File: src/rtl/rr_arb8_ctrl_pkg.sv
// Shared types and sizing for the 8-way round-robin arbiter.
package rr_arb8_ctrl_pkg;

  localparam int unsigned N_REQ        = 8;
  localparam int unsigned ID_W         = 3;
  localparam int unsigned MAX_HOLD_DEF = 16;

  typedef enum logic {
    ST_IDLE  = 1'b0,
    ST_GRANT = 1'b1
  } state_e;

endpackage

File: src/rtl/rr_pick8.sv
// Rotating priority encoder: first set request scanning upward from last_id+1.
module rr_pick8
  import rr_arb8_ctrl_pkg::*;
(
  input  logic [N_REQ-1:0] req,
  input  logic [ID_W-1:0]  last_id,
  output logic [ID_W-1:0]  pick_id,
  output logic             pick_valid
);

  logic [ID_W-1:0] w_idx;

  // Walk the eight positions after last_id (wrapping) and keep the first hit.
  always_comb begin
    pick_id    = '0;
    pick_valid = 1'b0;
    w_idx      = '0;
    for (int unsigned k = 1; k <= N_REQ; k++) begin
      w_idx = ID_W'(last_id + ID_W'(k));
      if (!pick_valid && req[w_idx]) begin
        pick_valid = 1'b1;
        pick_id    = w_idx;
      end
    end
  end

endmodule

File: src/rtl/rr_arb8_ctrl.sv
// 8-requester round-robin arbiter with bounded hold time and timeout preemption.
module rr_arb8_ctrl
  import rr_arb8_ctrl_pkg::*;
#(
  parameter int unsigned MAX_HOLD = MAX_HOLD_DEF
) (
  input  logic             clk,
  input  logic             rst_n,
  input  logic             en,
  input  logic [N_REQ-1:0] req,
  output logic [N_REQ-1:0] gnt,
  output logic [ID_W-1:0]  gnt_id,
  output logic             gnt_valid,
  output logic             preempt
);

  localparam int unsigned HOLD_W = $clog2(MAX_HOLD + 1);

  state_e             r_state;
  logic [N_REQ-1:0]   r_gnt;
  logic [ID_W-1:0]    r_gnt_id;
  logic               r_gnt_valid;
  logic               r_preempt;
  logic [HOLD_W-1:0]  r_hold;
  logic [ID_W-1:0]    r_last_id;
  logic               r_armed;

  state_e             w_state_nxt;
  logic [N_REQ-1:0]   w_gnt_nxt;
  logic [ID_W-1:0]    w_gnt_id_nxt;
  logic               w_gnt_valid_nxt;
  logic               w_preempt_nxt;
  logic [HOLD_W-1:0]  w_hold_nxt;
  logic [ID_W-1:0]    w_last_id_nxt;

  logic [ID_W-1:0]    w_pick_id;
  logic               w_pick_valid;

  rr_pick8 u_pick (
    .req        (req),
    .last_id    (r_last_id),
    .pick_id    (w_pick_id),
    .pick_valid (w_pick_valid)
  );

  // Next-state and next-output decode.
  always_comb begin
    w_state_nxt     = r_state;
    w_gnt_nxt       = r_gnt;
    w_gnt_id_nxt    = r_gnt_id;
    w_gnt_valid_nxt = r_gnt_valid;
    w_preempt_nxt   = 1'b0;
    w_hold_nxt      = r_hold;
    w_last_id_nxt   = r_last_id;
    case (r_state)
      ST_IDLE: begin
        w_gnt_nxt       = '0;
        w_gnt_valid_nxt = 1'b0;
        w_hold_nxt      = '0;
        // r_armed holds off grants until the second edge after reset release.
        if (r_armed && en && w_pick_valid) begin
          w_state_nxt     = ST_GRANT;
          w_gnt_nxt       = N_REQ'(1) << w_pick_id;
          w_gnt_id_nxt    = w_pick_id;
          w_gnt_valid_nxt = 1'b1;
          w_hold_nxt      = HOLD_W'(1);
        end
      end
      ST_GRANT: begin
        if (!req[r_gnt_id] || (r_hold == HOLD_W'(MAX_HOLD))) begin
          w_state_nxt     = ST_IDLE;
          w_gnt_nxt       = '0;
          w_gnt_valid_nxt = 1'b0;
          w_hold_nxt      = '0;
          w_last_id_nxt   = r_gnt_id;
          w_preempt_nxt   = req[r_gnt_id];
        end else begin
          w_hold_nxt = r_hold + HOLD_W'(1);
        end
      end
      default: begin
        w_state_nxt     = ST_IDLE;
        w_gnt_nxt       = '0;
        w_gnt_valid_nxt = 1'b0;
        w_hold_nxt      = '0;
      end
    endcase
  end

  // State and output registers.
  always_ff @(posedge clk or negedge rst_n) begin
    if (!rst_n) begin
      r_state     <= ST_IDLE;
      r_gnt       <= '0;
      r_gnt_id    <= '0;
      r_gnt_valid <= 1'b0;
      r_preempt   <= 1'b0;
      r_hold      <= '0;
      r_last_id   <= ID_W'(N_REQ - 1);
      r_armed     <= 1'b0;
    end else begin
      r_state     <= w_state_nxt;
      r_gnt       <= w_gnt_nxt;
      r_gnt_id    <= w_gnt_id_nxt;
      r_gnt_valid <= w_gnt_valid_nxt;
      r_preempt   <= w_preempt_nxt;
      r_hold      <= w_hold_nxt;
      r_last_id   <= w_last_id_nxt;
      r_armed     <= 1'b1;
    end
  end

  assign gnt       = r_gnt;
  assign gnt_id    = r_gnt_id;
  assign gnt_valid = r_gnt_valid;
  assign preempt   = r_preempt;

endmodule

File: config.mk
export PLATFORM = sky130hd
export DESIGN_NAME = rr_arb8_ctrl
export DESIGN_NICKNAME = d
export VERILOG_FILES = /design/src/rtl/rr_arb8_ctrl_pkg.sv /design/src/rtl/rr_pick8.sv /design/src/rtl/rr_arb8_ctrl.sv
export SDC_FILE = /design/constraint.sdc
export NUM_CORES = 1
export LEC_CHECK = 0
export ABC_CLOCK_PERIOD_IN_PS = 3400
export BUFFER_PORTS_ARGS = -buffer_cell sky130_fd_sc_hd__buf_2
export CAP_MARGIN = 20
export CORE_MARGIN = 4
export CORE_UTILIZATION = 53
export DETAILED_ROUTE_END_ITERATION = 8
export PLACE_DENSITY = 0.76
export SLEW_MARGIN = 15
export SYNTH_ARGS = -nofsm -noshare
export SYNTH_HDL_FRONTEND = slang
export SYNTH_SLANG_ARGS = --single-unit
export TNS_END_PERCENT = 5
File: constraint.sdc
create_clock -name clk -period 3.4 [get_ports clk]
set_input_delay 0.68 -clock clk [delete_from_list [all_inputs] [get_ports clk]]
set_output_delay 0.68 -clock clk [all_outputs]
set_load 0.02 [all_outputs]
==> results by group, run 1 <==
STA
  – Final Skew: 0.00496 ns
  – Fmax: 315 MHz
  – Final setup margin: 0.221 ns
  – Endpoints failing hold: 0
  – Max Slew Vio Count: 0
  – Setup TNS: 0 ns
  – Tightest Pin Transition: 0.656 ns
  – Endpoints failing setup: 0
  – Worst rel slew slack: 56.1%
  – Final min period: 3.18 ns
  – RSZ-0062 raised after global routing: false
  – Hold_ws: 0.366 ns
  – Part of the cycle the worst path needs: 93.5%

Setup path
  – CP startpoint: r_last_id[1]
  – Worst setup SP type: register
  – Crit path capture: gnt[7]
  – R2r setup slk: 0.22 ns
  – Critical Path AT: 3.34 ns
  – Req. time, crit path: 3.57 ns
  – Max FO, Critical Path: 8
  – Reg2Reg Depth: 8
  – Element type at the critical path end: register
  – Worst r2r dst: gnt[7]
  – R2r startpoint: r_last_id[1]
  – Setup CP Type: register to register

Clock tree
  – Hold_buf cts: 0
  – Clock root cell: clkbuf_8
  – Num CTS Buffers: 3
  – CTS tree: done
  – TritonCTS Sinks: 23
  – Reg clk slew, reported paths: 0.08 ns
  – Worst-skew pair later-pin latency: 0.27 ns
  – CTS Buffer Depth: 2
  – Post-CTS Resized: 0
  – Post-CTS Setup Bufs: 0
  – H-Tree Depth: 1

Yosys
  – Synth warnings: 0
  – Synth async-reset ratio: 100%
  – #FFs+latches synth: 23
  – Post-Syn Instances: 182
  – Syn avg cell area: 10.8 µm²
  – Syn_nets: 197
  – Top FF cell, synth: dfrtp_1
  – Synth unique cells: 51
  – Post-synth EDFFs: 0
  – Seq/Total Area, Yosys: 29.5%
  – Post-Synthesis Cell Area: 1970 µm²

Place
  – I/O Buffers: 23
  – Placer Congestion: 0.883
  – Pre-CTS setup slack: 0.217 ns
  – Placed wire-length estimate: 3290 µm

Global route
  – First-pass GRT wire length: 7290 µm
  – Tot GR Track Use: 20.4%
  – Overflow left after global routing: 0
  – Pin count of the biggest net entering global routing: 24
  – Initial antenna violation count: 0
  – Vias in the first global route: 1554

Layout
  – Area grow syn2layout: 8.91%
  – Layout cell share with drive strength beyond 1: 30.0%
  – Post-layout util: 61.7%
  – Antenna Diode Count: 0
  – Commonest non-fill, non-tap cells in the layout: buf_2, dfrtp_1, nand2_1
  – Fillcell total: 290
  – Nets: 219
  – Most common cell after layout, fill and taps aside: buf_2

Floorplanning
  – Placeable Area: 3470 µm²
  – Die area: 4750 µm²
  – Die Y: 68.9 µm
  – Floorplan row count: 21
  – I/O pin total: 24
  – Initial cell density of the core: 56.7%
  – DIE WIDTH: 68.9 µm

Outcome
  – Outcome: finished, final reports clean

Drt
  – DR iter-0 viols: 107
  – Drt drc: 0
  – WL final: 4320 µm
  – Drt first pass iters: 4
  – DRT antenna net count: 0
  – Routed len/inst: 17.3 µm
  – DR vias: 1604
  – Vias per cell: 6.44

Pwr
  – Leakage: 0.000914 µW
  – Maximum VDD drop: 0.443 mV
  – Power Density: 1050 nW/µm²

Hold path
  – Worst min path class: input pin to async pin

Job
  – Max Cap Viol: 0
worst max-delay path, stage by stage (launching register included):
cell     delay [ns]
dfstp_2        0.53
inv_1          0.07
ha_1           0.30
xor2_4         0.27
mux4_2         0.61
and3_1         0.25
a211o_1        0.37
or3_4          0.44
o31ai_1        0.24
cell type report:
type | count | area [µm²] | share of cell area [%]
Sequential cell | 23 | 579 | 27.1
Clock inverter | 1 | 5.00 | 0.234
Inverter | 7 | 26.3 | 1.23
Timing Repair Buffer | 26 | 138 | 6.43
Tap cell | 46 | 57.6 | 2.69
Multi-Input combinational cell | 143 | 1290 | 60.4
Clock buffer | 3 | 41.3 | 1.93
synth_stat cells (2+ instances only):
cell type  instances  share of area, %
o31ai_1            8               3.1
buf_6              4               2.3
a21oi_1            5               1.3
o221ai_1           3               1.3
mux4_1             4               5.3
nor2_1            11               2.1
o21ai_0            7               1.8
and2_1             2              0.64
nand3_1            7               1.8
mux2_2            11               6.3
a22oi_1            2              0.76
dfstp_2            3               4.0
xnor2_1            2              0.89
o211ai_1           2              0.76
clkbuf_1           2              0.38
mux4_2            10                11
dfrtp_1           20                25
nand2b_1           3              0.95
nand2_1           16               3.1
buf_2              2              0.51
nor3_1             2              0.51
a211o_1            2              0.89
ha_1               4               2.5
a21boi_0           2              0.76
inv_1              7               1.3
o22ai_1            2              0.64
xor2_1             3               1.3
and3_1             3              0.95
mux2i_1           11               5.6
logic make-up after synthesis:
| kind of cell | count (synthesis) | share of synthesized area (%) |
|---|---|---|
| adders and majority gates | 4 | 2.55 |
| muxes | 37 | 29.4 |
| other | 1 | 0.191 |
| DFF | 23 | 29.5 |
| buffers and inverters | 16 | 5.54 |
| xor gates and xnor gates | 6 | 3.06 |
| AOI/OAI and AO/OA | 43 | 16.0 |
| and+or+nand+nor | 52 | 13.7 |
worst min-delay path by stage:
stage,to,slack (ns),cells after the start
3_5_place_dp,gnt[2],0.46,2
3_3_place_gp,gnt[1],0.46,2
2_1_floorplan,gnt[0],0.38,0
6_report,gnt[2],0.37,1
5_1_grt,gnt[2],0.40,1
4_1_cts,gnt[7],0.38,1
metal layers:
| metal | wire [µm] | global-route usage [%] | vias to the layer above |
|---|---|---|---|
| met5 | 0 | 0 | - |
| met4 | 80 | 5.11 | 0 |
| met1 | 1900 | 27.9 | 780 |
| met3 | 251 | 4.05 | 11 |
| li1 | - | - | 748 |
| met2 | 2080 | 33.2 | 65 |
power breakdown:
part           switching [µW]  internal (µW)  leakage, µW
Clock                    84.9           81.8    0.0000255
Combinational             957            688     0.000590
Sequential               75.3            364     0.000298
registers in the layout, indices dropped and copies added (netlist names):
signal	count
gnt	8
gnt_valid	1
r_last_id	3
gnt_id	3
r_armed	1
preempt	1
r_hold	5
r_state	1
per-stage QoR:
step                      instance area (µm²)  power, µW  std cells
final                                    2140       2250        249
after global routing                     2140       2420        249
after CTS                                2140       2230        249
after detailed placement                 2090       2050        245
after global placement                   2090       2020        245
after floorplan                          1980       1760        182
Power figures use the tool's default switching activity.
==> inputs of run 2 (changes only) <==
ABC_CLOCK_PERIOD_IN_PS = unset   (was 3400)
BUFFER_PORTS_ARGS = -buffer_cell sky130_fd_sc_hd__buf_4   (was -buffer_cell sky130_fd_sc_hd__buf_2)
==> results by group, run 2 (same netlist as run 1, synthesis figures left out) <==
Outcome
  – Outcome: finished, final reports clean

Setup path
  – Reg2Reg Depth: 8 (unchanged)
  – CP startpoint: r_last_id[1]
  – CP top delay family: simple AND/OR/NAND/NOR gates
  – Worst path buffer plus inverter count: 1 (unchanged)
  – Worst r2r dst: gnt[5]
  – R2r startpoint: r_last_id[1]
  – R2r setup slk: 0.20 ns (-0.02 ns)
  – Setup CP Type: register to register
  – Critical Path AT: 3.37 ns (+0.03 ns)
  – Req. time, crit path: 3.57 ns (about the same)
  – Max FO, Critical Path: 9 (+1)
  – Element type at the critical path end: register
  – Largest stage delay on the critical path: 0.54 ns (-0.07 ns)
  – CP cell instances: inv_1 -> ha_1 -> mux4_1 -> nor4_2 -> and3_1 -> a221oi_1 -> or3_4 -> o31ai_1
  – CP max stage cell: dfstp_2
  – Worst setup SP type: register

Floorplanning
  – Placeable Area: 3470 µm² (unchanged)
  – Floorplan row count: 21 (unchanged)
  – DIE WIDTH: 68.9 µm (unchanged)
  – I/O pin total: 24 (unchanged)
  – Initial cell density of the core: 56.7% (unchanged)
  – Die area: 4750 µm² (unchanged)
  – Die Y: 68.9 µm (unchanged)

Layout
  – Nets: 221 (+0.91%)
  – Antenna Diode Count: 0 (unchanged)
  – Largest register FFs: 8 (unchanged)
  – Layout cell share with drive strength beyond 1: 31.2% (+1.2 points)
  – Multi-input logic area: 1300 µm² (+0.48%)
  – Fillcell total: 298 (+2.8%)
  – Commonest non-fill, non-tap cells in the layout: buf_4, dfrtp_1, nand2_1
  – Post-layout util: 64.0% (+2.3 points)
  – Most common cell after layout, fill and taps aside: buf_4
  – Sequential cell area: 579 µm² (unchanged)
  – Area grow syn2layout: 12.9%

Drt
  – DRT antenna net count: 0 (unchanged)
  – Routed len/inst: 18.4 µm (+6.0%)
  – DR vias: 1635 (+1.9%)
  – DR iter-0 viols: 90 (-16%)
  – WL final: 4610 µm (+6.8%)
  – Drt drc: 0 (unchanged)
  – Drt first pass iters: 5 (+1)
  – Vias per cell: 6.51 (+1.1%)

STA
  – Fmax: 312 MHz (-0.69%)
  – Tightest Pin Transition: 0.635 ns (-0.0213 ns)
  – Final Skew: 0.00630 ns (+0.00134 ns)
  – Setup TNS: 0 ns (unchanged)
  – RSZ-0062 raised after global routing: false
  – Endpoints failing setup: 0 (unchanged)
  – Worst rel slew slack: 57.5% (+1.4 points)
  – Part of the cycle the worst path needs: 94.1% (+0.65 points)
  – Final setup margin: 0.199 ns (-0.0221 ns)
  – Endpoints failing hold: 0 (unchanged)
  – Max Slew Vio Count: 0 (unchanged)
  – Final min period: 3.20 ns (+0.0221 ns)

Place
  – Placer Congestion: 0.898 (+1.7%)
  – I/O Buffers: 23 (unchanged)
  – Pre-CTS setup slack: 0.164 ns (-0.0527 ns)
  – Placed wire-length estimate: 3490 µm (+5.9%)

Hold path
  – Worst min path class: input pin to async pin

Pwr
  – Power Density: 1060 nW/µm² (+1.2%)
  – Clk pwr share: 7.1% (-0.3 points)
  – Maximum VDD drop: 0.490 mV (+11%)
  – Psw: 1160 µW (+3.5%)
  – Leakage: 0.000934 µW (+2.2%)
  – Comb pwr share: 74.2% (+1.1 points)
  – Reg power frac: 18.7% (-0.8 points)
  – Sw Ratio: 49.0% (-0.64 points)
  – Power Internal: 1200 µW (+6.2%)

Clock tree
  – H-Tree Depth: 1 (unchanged)
  – TritonCTS Sinks: 23 (unchanged)
  – CTS tree: done
  – Num CTS Buffers: 3 (unchanged)
  – Reg clk slew, reported paths: 0.08 ns (about the same)
  – Clock root cell: clkbuf_8
  – Hold_buf cts: 0 (unchanged)
  – CTS Buffer Depth: 2 (unchanged)
  – Worst-skew pair later-pin latency: 0.27 ns (about the same)

Global route
  – First-pass GRT wire length: 7980 µm (+9.5%)
  – Vias in the first global route: 1658 (+6.7%)
  – Tot GR Track Use: 22.6% (+2.2 points)
  – Initial antenna violation count: 0 (unchanged)
  – Overflow left after global routing: 0 (unchanged)
  – Pin count of the biggest net entering global routing: 24 (unchanged)

Job
  – Max Cap Viol: 0 (unchanged)
-- run 2: how the worst max path moves through the flow --
stage	cells past startpoint	slack [ns]	end
2_1_floorplan	13	0.03	gnt[1]
3_3_place_gp	7	0.25	gnt[6]
3_5_place_dp	8	0.16	gnt[2]
4_1_cts	8	0.17	gnt[2]
5_1_grt	9	0.01	gnt[7]
6_report	8	0.20	gnt[5]
-- run 2: routing by layer --
metal	global-route usage (%)	wire (µm)	share of wire (%)
met1	29.9	1940	42
met2	37.7	2240	49
met3	4.54	330	7.2
met4	6.08	106	2.3
met5	0	0	0
-- run 2: through the flow --
stage	total power, µW	area, µm²	hold slack, ns	cells
after floorplan	1760	1980	0.384	182
after CTS	2320	2210	0.297	251
after global placement	2090	2160	0.464	247
after global routing	2530	2220	0.305	251
final	2360	2220	0.283	251
after detailed placement	2150	2160	0.474	247
-- run 2: power by group through the flow --
stage	clock network (µW)	registers (µW)	logic [µW]
final	168	442	1750
after global routing	184	456	1890
after CTS	172	444	1710
after detailed placement	0	448	1700
after global placement	0	441	1650
after floorplan	0	488	1270
-- run 2: final cells by class --
cell class,count,share of cell area [%]
clock inverters,1,0.225
multi-input cells,143,58.6
inverters,7,1.18
well taps,46,2.59
repair buffers,28,9.47
flip-flops and latches,23,26.1
clock buffers,3,1.86
-- run 2: repair_timing --
action | 4_1_cts | 5_1_grt
gates resized for setup | 0 | 2
buffers inserted | 0 | 0
setup endpoints to repair | 0 | 6
==> inputs of run 3 (changes only) <==
ABC_AREA = 1   (was unset)
CORE_ASPECT_RATIO = 1.25   (was unset)
CORE_UTILIZATION = 52   (was 53)
PLACE_DENSITY = 0.75   (was 0.76)
==> results by group, run 3 <==
Outcome
  – Outcome: finished, final reports clean

Setup path
  – Critical Path AT: 2.86 ns (-0.51 ns)
  – CP cell instances: inv_2 -> ha_1 -> inv_1 -> nand3_2 -> nand3_2 -> nand2_4 -> nor2_8 -> nand4_4 -> nor3_4 -> nand2_2 -> nand2_4 -> inv_2 -> nand2_2 -> inv_2 -> nand2_1 -> nand2_1
  – CP top delay family: simple AND/OR/NAND/NOR gates
  – CP max stage cell: dfstp_2
  – Element type at the critical path end: register
  – Max FO, Critical Path: 12 (+3)
  – Worst path buffer plus inverter count: 4 (+3)
  – Req. time, crit path: 3.55 ns (-0.02 ns)
  – Setup CP Type: register to register
  – Worst setup SP type: register
  – Largest stage delay on the critical path: 0.54 ns (about the same)
  – Most frequent CP cell: inv_2

Yosys
  – Synth unique cells: 36 (-29%)
  – Post-Syn Instances: 261 (+43%)
  – Syn avg cell area: 7.18 µm² (-34%)
  – Post-Synthesis Cell Area: 1870 µm² (-4.7%)
  – Synth warnings: 0 (unchanged)
  – #FFs+latches synth: 23 (unchanged)
  – Most common library cells after synthesis: nand2_1, nand3_1, nor2_1
  – Largest area contributor in the netlist: dfrtp_1
  – Yosys top cell area share: 26.7% (+1.3 points)
  – Synth area leaders: dfrtp_1, nand2_1, nand3_1
  – Seq/Total Area, Yosys: 30.9% (+1.5 points)
  – Post-synth EDFFs: 0 (unchanged)
  – Most frequent cell after synthesis: nand2_1
  – Synth async-reset ratio: 100% (unchanged)
  – Top FF cell, synth: dfrtp_1
  – Syn_nets: 276 (+40%)

Global route
  – Initial antenna violation count: 0 (unchanged)
  – Vias in the first global route: 1684 (+1.6%)
  – Pin count of the biggest net entering global routing: 24 (unchanged)
  – Overflow left after global routing: 0 (unchanged)
  – Tot GR Track Use: 21.6% (-1.0 points)
  – First-pass GRT wire length: 7470 µm (-6.4%)

Drt
  – DR vias: 1755 (+7.3%)
  – Routed len/inst: 13.6 µm (-26%)
  – DRT antenna net count: 0 (unchanged)
  – Drt drc: 0 (unchanged)
  – DR iter-0 viols: 82 (-8.9%)
  – WL final: 4410 µm (-4.3%)
  – Vias per cell: 5.42 (-17%)
  – Drt first pass iters: 4 (-1)

Clock tree
  – Reg clk slew, reported paths: 0.08 ns (about the same)
  – H-Tree Depth: 1 (unchanged)
  – Post-CTS Setup Bufs: 0 (unchanged)
  – CTS Buffer Depth: 2 (unchanged)
  – CTS tree: done
  – TritonCTS Sinks: 23 (unchanged)
  – Post-CTS Resized: 0 (unchanged)
  – Num CTS Buffers: 3 (unchanged)
  – Worst-skew pair later-pin latency: 0.26 ns (about the same)
  – Hold_buf cts: 0 (unchanged)
  – Clock root cell: clkbuf_8

STA
  – Endpoints failing hold: 0 (unchanged)
  – Tightest Pin Transition: 0.521 ns (-0.113 ns)
  – Part of the cycle the worst path needs: 79.7% (-14 points)
  – Final Skew: 0.00132 ns (-0.00498 ns)
  – Setup TNS: 0 ns (unchanged)
  – Hold_ws: 0.294 ns (+0.0110 ns)
  – Worst rel slew slack: 64.9% (+7.3 points)
  – Final min period: 2.71 ns (-0.491 ns)
  – Fmax: 369 MHz (+18%)
  – Endpoints failing setup: 0 (unchanged)
  – RSZ-0062 raised after global routing: false
  – Max Slew Vio Count: 0 (unchanged)

Floorplanning
  – I/O pin total: 24 (unchanged)
  – Floorplan row count: 24 (+14%)
  – Die Y: 75.1 µm (+9.0%)
  – Initial cell density of the core: 53.8% (-2.9 points)
  – Die area: 4630 µm² (-2.4%)
  – DIE WIDTH: 61.7 µm (-10%)
  – Placeable Area: 3480 µm² (+0.43%)

Layout
  – Largest register FFs: 8 (unchanged)
  – Fin cells: 324 (+29%)
  – Nets: 301 (+36%)
  – Most common cell after layout, fill and taps aside: nand2_1
  – Commonest non-fill, non-tap cells in the layout: nand2_1, nand3_1, buf_4
  – Antenna Diode Count: 0 (unchanged)
  – Area grow syn2layout: 12.8% (about the same)
  – Layout cell share with drive strength beyond 1: 27.0% (-4.2 points)

Place
  – Placer Congestion: 0.950 (+5.7%)
  – DP Cell Count: 320 (+30%)
  – I/O Buffers: 23 (unchanged)
  – Placed wire-length estimate: 3570 µm (+2.3%)

Job
  – Max Cap Viol: 0 (unchanged)

Hold path
  – Worst min path class: input pin to async pin
## run 3: changes by cell type after synthesis, moves of 9 or more
cell | before | now
mux2_2 | 11 | 0
nand3_1 | 7 | 34
nor2_1 | 11 | 23
mux4_2 | 10 | 0
nand2_2 | 0 | 12
nand2_1 | 16 | 78
mux2i_1 | 11 | 2
nand3_2 | 0 | 10
## run 3: cell families after synthesis
kind of cell,count (synthesis),synth area share (%)
other cells,1,0.200
fa+ha+maj,4,2.67
mux,2,1.07
xor+xnor,7,3.67
flops,23,30.9
simple gates,181,49.6
buf+inv,24,6.08
compound gates,19,5.81
## run 3: worst paths after layout
check | from | to | slack, ns | cells after the start
max in group asynchronous | rst_n | r_last_id[0] | 2.83 | 1
worst min-delay path | rst_n | gnt[3] | 0.29 | 1
worst max register to register | r_last_id[0] | gnt[7] | 0.69 | 16
min in group clk | gnt[7] | gnt[7] | 0.49 | 2
worst min register to register | gnt[7] | gnt[7] | 0.49 | 2
worst max-delay path | r_last_id[0] | gnt[7] | 0.69 | 16
## run 3: worst register-to-register path: stages, from the launching register on
cell and delay [ns]:
dfstp_2 0.54, inv_2 0.12, ha_1 0.40, inv_1 0.21, nand3_2 0.12, nand3_2 0.11, nand2_4 0.11, nor2_8 0.16
nand4_4 0.12, nor3_4 0.19, nand2_2 0.10, nand2_4 0.11, inv_2 0.07, nand2_2 0.09, inv_2 0.05, nand2_1 0.06
nand2_1 0.05
## run 3: layer usage
metal	wire length, µm	vias up	share of wire (%)	GRT usage [%]
met5	0	-	0	0
met4	209	0	4.7	12.7
met3	117	18	2.7	2.57
met2	2260	33	51	36.6
met1	1830	799	41	25.6
li1	-	905	-	-
## run 3: per-stage QoR
stage | setup slack, ns | utilization, % | area, µm²
after floorplan | 0.822 | - | 1870
after global placement | 0.715 | 59.3 | 2070
after detailed placement | 0.692 | 59.3 | 2070
after CTS | 0.682 | 60.7 | 2110
after global routing | 0.421 | 60.7 | 2110
final | 0.690 | 60.7 | 2110
## run 3: cell type report
type,instances,area (µm²)
Timing Repair Buffer,25,188
Multi-Input combinational cell,214,1180
Fill cell,336,1370
Sequential cell,23,579
Clock buffer,3,41.3
Clock inverter,1,5.00
Inverter,19,71.3
Tap cell,39,48.8
Power of run 3 is not shown: default switching activity piles up to over one toggle a cycle in this logic, so the estimate is an artifact.
